$ cat config.mk
export PLATFORM = sky130hd
export DESIGN_NAME = sata_tx_scheduler
export DESIGN_NICKNAME = d
export VERILOG_FILES = /design/src/rtl/sata_tx_scheduler.sv
export SDC_FILE = /design/constraint.sdc
export NUM_CORES = 1
export LEC_CHECK = 0
export ABC_AREA = 1
export CORE_MARGIN = 2
export CORE_UTILIZATION = 37
export CTS_BUF_LIST = sky130_fd_sc_hd__clkbuf_4
export DETAILED_ROUTE_END_ITERATION = 7
export GPL_TIMING_DRIVEN = 0
export PLACE_DENSITY = 0.82
export SYNTH_ARGS = -nofsm -noshare
export SYNTH_HDL_FRONTEND = slang
export SYNTH_SLANG_ARGS = --single-unit
$ cat constraint.sdc
create_clock -name clk -period 2.3 [get_ports clk]
set_clock_uncertainty 0.1 [all_clocks]
set_input_delay 0.23 -clock clk [delete_from_list [all_inputs] [get_ports clk]]
set_output_delay 0.23 -clock clk [all_outputs]
set_load 0.01 [all_outputs]
$ cat src/rtl/sata_tx_scheduler.sv
// SATA link-layer transmit scheduler.
// Muxes link primitives and frame dwords into one registered dword stream,
// substitutes HOLD when the frame source underruns, and inserts an ALIGN
// pair after every ALIGN_PERIOD non-ALIGN dwords.

`ifndef ALIGN_PRIM
`define ALIGN_PRIM 32'h7B4A_4ABC
`endif
`ifndef HOLD_PRIM
`define HOLD_PRIM 32'hD5D5_AA7C
`endif
`ifndef DWORD_IS_PRIM
`define DWORD_IS_PRIM 1'b1
`endif
`ifndef DWORD_IS_DATA
`define DWORD_IS_DATA 1'b0
`endif

module sata_tx_scheduler #(
  parameter int unsigned ALIGN_PERIOD = 254
) (
  input  logic        clk,
  input  logic        reset,
  input  logic        align_ena,
  input  logic        p_sel,
  input  logic [31:0] p_prim,
  input  logic [31:0] f_data,
  input  logic        f_valid,
  output logic        f_ready,
  output logic [31:0] o_data,
  output logic        o_datak,
  input  logic        o_ready,
  output logic        o_align,
  output logic        align_pending
);

  localparam int unsigned CNT_W = $clog2(ALIGN_PERIOD + 1);
  localparam logic [CNT_W-1:0] CNT_LAST = CNT_W'(ALIGN_PERIOD - 1);

  typedef enum logic [1:0] {
    PASS   = 2'd0,
    ALIGN1 = 2'd1,
    ALIGN2 = 2'd2
  } state_t;

  state_t           state;
  logic [CNT_W-1:0] cnt;

  // A frame dword is taken only on an advancing PASS slot while data is selected.
  assign f_ready       = o_ready & p_sel & (state == PASS);
  assign align_pending = (state != PASS);

  // Slot scheduler: state, ALIGN spacing counter and the output stream registers.
  always_ff @(posedge clk) begin
    if (reset) begin
      state   <= ALIGN2;
      cnt     <= '0;
      o_data  <= `ALIGN_PRIM;
      o_datak <= `DWORD_IS_PRIM;
      o_align <= 1'b1;
    end else if (o_ready) begin
      case (state)
        ALIGN1: begin
          o_data  <= `ALIGN_PRIM;
          o_datak <= `DWORD_IS_PRIM;
          o_align <= 1'b1;
          state   <= ALIGN2;
        end
        ALIGN2: begin
          o_data  <= `ALIGN_PRIM;
          o_datak <= `DWORD_IS_PRIM;
          o_align <= 1'b1;
          cnt     <= '0;
          state   <= PASS;
        end
        default: begin
          o_align <= 1'b0;
          if (!p_sel) begin
            o_data  <= p_prim;
            o_datak <= `DWORD_IS_PRIM;
          end else if (f_valid) begin
            o_data  <= f_data;
            o_datak <= `DWORD_IS_DATA;
          end else begin
            o_data  <= `HOLD_PRIM;
            o_datak <= `DWORD_IS_PRIM;
          end
          // HOLD slots count toward the period just like any other dword.
          if (!align_ena) begin
            cnt   <= '0;
            state <= PASS;
          end else if (cnt == CNT_LAST) begin
            cnt   <= '0;
            state <= ALIGN1;
          end else begin
            cnt   <= cnt + CNT_W'(1);
            state <= PASS;
          end
        end
      endcase
    end
  end

endmodule

==> impl_metrics.json, run 1 <==
{
  "synth_area_um2": 2110,
  "vias": 2418,
  "layout.nets": 504,
  "htree_num_levels": 2,
  "yosysTopAreaCellShare": 0.417,
  "hpwlAfterDp_mm": 4.92,
  "antenna_found_initial": 0,
  "endpoint_kind": "output pin",
  "syn-instance-count": 319,
  "hold_buffers": 0,
  "grt_pass1_vias": 2349,
  "ys_seq_area_frac": 0.417,
  "r2r_end": "o_data[24]",
  "cp.required_ns": 1.97,
  "cts.clk_slew.worst_paths_ns": 0.12,
  "ys_top_cells_by_area": "dfxtp_1 (42%), nand2_1 (17%), a21oi_1 (10%), nor2_1 (6.4%), inv_1 (4.6%)",
  "min_period_ns": 2.10,
  "synth-seq-cells": 44,
  "seqCellArea_um2": 881,
  "max_freq_ghz": 0.477,
  "grt_setup_unrepaired": "no",
  "crit_chain": "clkdlybuf4s50_1, inv_2, nor3_1, clkdlybuf4s50_1",
  "timing.final.ws_setup_ns": 0.203,
  "layout.cells.non_filler": 502,
  "core-area_um2": 5510,
  "grt_first_pass_wirelength_mm": 10.5,
  "r2r_start": "state[0]",
  "power-per-cell-area_nw_per_um2": 458,
  "syn_avg_cell_area_um2": 6.62,
  "hold_viol_final": 0,
  "first_iter_violations": 149,
  "dpl_worst_slack_ns": -0.0454,
  "cp-start-kind": "input port",
  "cts_inserted_buffers": 5,
  "ant_nets": 0,
  "min_from": "p_sel",
  "worst-endpoint-arrival_ns": 1.77,
  "fill_cells": 525,
  "grt_use_total": 0.208,
  "cts.repair.resized": 0,
  "gp_congestion": 0.775,
  "remaining_drc_errors": 0,
  "areaGrowthSynthToFinish_pct": 55.8,
  "die_w_um": 79.6,
  "period_share": 0.912,
  "leakagePower_nw": 1.35,
  "insertion_delay_ns": 0.36,
  "clockRootBuffer": "clkbuf_4",
  "cts_tree": "built",
  "wl_per_cell_um": 12.5,
  "route.final.wire_length_mm": 6.27,
  "yosys_warnings": 0,
  "drive_gt1_frac": 0.0512,
  "multiInputGateArea_um2": 1050,
  "yosysTopAreaCell": "dfxtp_1",
  "dp_cells": 495,
  "path_common_cell": "clkdlybuf4s50_1",
  "die_area_um2": 6330,
  "cts_post_setup_buffers_inserted": 0,
  "num_antenna_cells": 0,
  "slowest_stage": "clkdlybuf4s50_1",
  "min_to": "o_data[13]",
  "drv_slew": 0,
  "critPathKind": "input port to output pin",
  "final-setup-viol-count": 0,
  "vias_per_cell": 4.82,
  "io_pins": 106,
  "die_y_um": 79.6,
  "slowest_delay_ns": 0.57,
  "cap_violations": 0,
  "min_path_type": "input port to flop",
  "synth_nets": 394,
  "dr.pass1.iters": 4,
  "run_status": "complete, no violations",
  "ff2ff_path_depth": 7,
  "vdd_drop_max_mv": 0.227,
  "clkSinkCount": 44,
  "max_slew_margin": 0.681,
  "synth_cell_type_count": 24,
  "total_power_w": 0.00151,
  "r2r_slack_ns": 0.32,
  "finalHoldWorstSlack_ns": 0.247,
  "start_util": 0.384,
  "grt_max_degree": 19,
  "num_rows": 27,
  "worst-path-max-fanout": 18,
  "io_buffers": 104,
  "gr-total-overflow": 0,
  "holdPathStages": 5,
  "cts_max_path_buffers": 2,
  "tightest_slew_ns": 0.479
}
-- area by class of cell --
type	count	area share
Multi-Input combinational cell	231	0.320
Timing Repair Buffer	104	0.316
Sequential cell	44	0.268
Inverter	28	0.0319
Tap cell	72	0.0274
Buffer	15	0.0213
Clock buffer	5	0.0114
Clock inverter	3	0.00418
-- worst max path at each step --
stage | slack (ns) | end | from
after global routing | 0.13 | o_data[22] | state[0]
after detailed placement | -0.05 | f_ready | o_ready
after CTS | 0.21 | f_ready | o_ready
final | 0.20 | f_ready | o_ready
after floorplan | 0.75 | o_data[22] | state[0]
after global placement | -0.05 | f_ready | o_ready
-- worst max-delay path: cells and delay by family --
kind                   cells  cell delay, ns
buffers and inverters      3            1.32
and+or+nand+nor            1            0.22
-- layer usage --
metal / routed length, µm / share of wire / up-vias / global-route usage
li1: - / - / 1236 / -
met1: 2570 / 0.41 / 1098 / 0.237
met2: 3180 / 0.51 / 75 / 0.366
met3: 412 / 0.066 / 9 / 0.0679
met4: 106 / 0.017 / 0 / 0.0638
met5: 0 / 0 / - / 0
-- layout by cell type (no fill, tap or decap) --
cell               n
nand3_1           17
buf_4              1
nor2_4             1
nand2_2            1
nor2_1            36
clkbuf_1           4
nor2_2             2
buf_1              2
o22ai_1            1
xnor2_1            1
a31oi_1            3
clkbuf_4           5
xor2_1             1
o21ai_0           13
o21ai_1            9
dfxtp_1           44
ha_1               5
nor3_1             1
clkinv_1           1
nand4_1            1
a21oi_1           44
clkbuf_2           1
buf_2              7
inv_2              2
clkinv_2           2
clkdlybuf4s50_1  104
nand2_1           95
inv_1             26
-- power by group --
| group | switching, W | internal (W) | leakage [nW] | total (W) |
|---|---|---|---|---|
| clock | 0.000245 | 0.000112 | 0.0324 | 0.000358 |
| sequential | 0.0000164 | 0.000792 | 0.360 | 0.000808 |
| combinational | 0.000148 | 0.000195 | 0.956 | 0.000343 |
| total | 0.000409 | 0.00110 | 1.35 | 0.00151 |
-- cells in the mapped netlist --
cell / number
dfxtp_1: 44
o21ai_1: 9
buf_2: 7
nor2_2: 2
nor2_4: 1
buf_1: 2
inv_2: 2
o21ai_0: 13
inv_1: 26
nand3_1: 17
nor3_1: 1
clkbuf_1: 5
nand4_1: 1
a21oi_1: 44
xnor2_1: 1
o22ai_1: 1
xor2_1: 1
clkbuf_2: 1
ha_1: 5
buf_4: 1
nand2_2: 1
nand2_1: 95
a31oi_1: 3
nor2_1: 36
-- cells by family after synthesis --
kind of cell,after synthesis,synth area share
AND/OR/NAND/NOR,154,0.292
flip-flops,44,0.417
adder cells (fa/ha/maj),5,0.0296
AO/OA/AOI/OAI,70,0.168
XOR/XNOR,2,0.00829
buffers and inverters,44,0.0847
-- metrics by stage --
step / cell area [µm²] / util / setup TNS (ns)
3_5_place_dp: 3240 / 0.589 / -0.0454
5_1_grt: 3290 / 0.598 / 0
3_3_place_gp: 3240 / 0.589 / -0.0481
4_1_cts: 3290 / 0.598 / 0
6_report: 3290 / 0.598 / 0
2_1_floorplan: 2110 / - / 0
-- registers in the layout (all words and copies together), names as in the netlist --
name and cells:
o_data 32, o_datak 1, state 2, cnt 8, o_align 1
Power figures use the tool's default switching activity.
==> inputs of run 2 (changes only) <==
--- a/config.mk
+++ b/config.mk
@@ -8,7 +8,7 @@
 export ABC_AREA = 1
 export CORE_MARGIN = 2
 export CORE_UTILIZATION = 37
-export CTS_BUF_LIST = sky130_fd_sc_hd__clkbuf_4
+export CTS_BUF_LIST = sky130_fd_sc_hd__clkbuf_8
 export DETAILED_ROUTE_END_ITERATION = 7
 export GPL_TIMING_DRIVEN = 0
 export PLACE_DENSITY = 0.82
==> constraint.sdc (replaced) <==
create_clock -name clk -period 2.6 [get_ports clk]
set_clock_uncertainty 0.1 [all_clocks]
set_input_delay 0.26 -clock clk [delete_from_list [all_inputs] [get_ports clk]]
set_output_delay 0.26 -clock clk [all_outputs]
set_load 0.01 [all_outputs]
==> impl_metrics.json, run 2 (synthesis results as in run 1) <==
{
  "layout.nets": 505,
  "timing.final.ws_setup_ns": 0.185,
  "gp_congestion": 0.775,
  "critPathKind": "input port to output pin",
  "cts.clk_slew.worst_paths_ns": 0.08,
  "tightest_slew_ns": 0.531,
  "clkSinkCount": 44,
  "endpoint_kind": "output pin",
  "multiInputGateArea_um2": 1050,
  "power-per-cell-area_nw_per_um2": 438,
  "grt_pass1_vias": 2375,
  "seqCellArea_um2": 881,
  "slowest_stage": "clkdlybuf4s50_1",
  "die_area_um2": 6330,
  "drv_slew": 0,
  "remaining_drc_errors": 0,
  "io_buffers": 104,
  "cts_post_setup_buffers_inserted": 0,
  "finalHoldWorstSlack_ns": 0.341,
  "core-area_um2": 5510,
  "antenna_found_initial": 0,
  "cts_max_path_buffers": 2,
  "max_freq_ghz": 0.414,
  "cp_top_family": "buffers and inverters",
  "max_slew_margin": 0.646,
  "die_w_um": 79.6,
  "vias": 2444,
  "io_pins": 106,
  "vdd_drop_max_mv": 0.213,
  "cts_inserted_buffers": 5,
  "mostFrequentLayoutCell": "clkdlybuf4s50_1",
  "drive_gt1_frac": 0.0534,
  "ant_nets": 0,
  "vias_per_cell": 4.86,
  "min_path_type": "input port to flop",
  "final-setup-viol-count": 0,
  "cap_violations": 0,
  "start_util": 0.384,
  "worst-endpoint-arrival_ns": 2.05,
  "top_register": "o_data",
  "period_share": 0.929,
  "grt_use_total": 0.214,
  "run_status": "complete, no violations",
  "crit_chain": "clkdlybuf4s50_1, inv_2, clkbuf_1, nor3_1, clkdlybuf4s50_1",
  "tns_ns": 0,
  "clockRootBuffer": "clkbuf_8",
  "num_antenna_cells": 0,
  "grt_first_pass_wirelength_mm": 10.7,
  "first_iter_violations": 142,
  "hold_buffers": 0,
  "cp-start-kind": "input port",
  "dr.pass1.iters": 4,
  "htree_num_levels": 2,
  "path_buf_inv": 4,
  "hpwlAfterDp_mm": 4.92,
  "grt_max_degree": 14,
  "worst-path-max-fanout": 10,
  "hold_viol_final": 0,
  "dpl_worst_slack_ns": 0.195,
  "slowest_delay_ns": 0.57,
  "gr-total-overflow": 0,
  "num_rows": 27,
  "areaGrowthSynthToFinish_pct": 57.9,
  "cts_tree": "built",
  "die_y_um": 79.6,
  "grt_setup_unrepaired": "no",
  "wl_per_cell_um": 12.8,
  "path_common_cell": "clkdlybuf4s50_1",
  "leakagePower_nw": 1.37,
  "fin_util": 0.606,
  "largest_reg_flops": 32,
  "route.final.wire_length_mm": 6.42,
  "fill_cells": 507,
  "final_cell_mix": "clkdlybuf4s50_1 (104), nand2_1 (95), a21oi_1 (44), dfxtp_1 (44), nor2_1 (36)",
  "reg_top3": "o_data x32, cnt x8, state x2",
  "min_period_ns": 2.41,
  "cp.required_ns": 2.24,
  "cts.repair.resized": 0,
  "insertion_delay_ns": 0.30
}
[run 2: per-layer routing]
| layer | track usage | vias up | wire length (µm) |
|---|---|---|---|
| met1 | 0.242 | 1121 | 2650 |
| met2 | 0.377 | 76 | 3250 |
| met3 | 0.0713 | 9 | 424 |
| li1 | - | 1238 | - |
| met5 | 0 | - | 0 |
| met4 | 0.0707 | 0 | 97 |
[run 2: path summary, 6_finish.rpt]
check | from | end | slack, ns | cells after the start
min | p_sel | o_data[13] | 0.34 | 5
min reg2reg | o_data[6] | o_data[6] | 0.37 | 2
max reg2reg | state[0] | o_data[24] | 0.66 | 7
max | o_ready | f_ready | 0.19 | 5
[run 2: final cells by class]
| cell class | instances | area share |
|---|---|---|
| Sequential cell | 44 | 0.264 |
| Clock buffer | 6 | 0.0247 |
| Multi-Input combinational cell | 231 | 0.316 |
| Timing Repair Buffer | 104 | 0.312 |
| Buffer | 16 | 0.0221 |
| Inverter | 28 | 0.0315 |
| Tap cell | 72 | 0.0270 |
| Clock inverter | 2 | 0.00300 |
[run 2: worst register-to-register path: cells and delay by family (launching register included)]
kind            cells  cell delay [ns]
buf+inv             3             0.48
flops               1             0.36
simple gates        2             0.34
fa+ha+maj           1             0.28
compound gates      1             0.25
[run 2: power breakdown]
group | total, W | leakage [nW] | internal [W] | switching, W
sequential | 0.000714 | 0.360 | 0.000700 | 0.0000146
combinational | 0.000305 | 0.957 | 0.000173 | 0.000132
clock | 0.000442 | 0.0510 | 0.000212 | 0.000230
total | 0.00146 | 1.37 | 0.00108 | 0.000377
[run 2: per-stage QoR]
stage                     total power, W  instances  area, µm²
after global routing             0.00153        503       3340
after global placement           0.00103        495       3240
after CTS                        0.00147        503       3340
after detailed placement         0.00103        495       3240
final                            0.00146        503       3340
after floorplan                 0.000846        319       2110
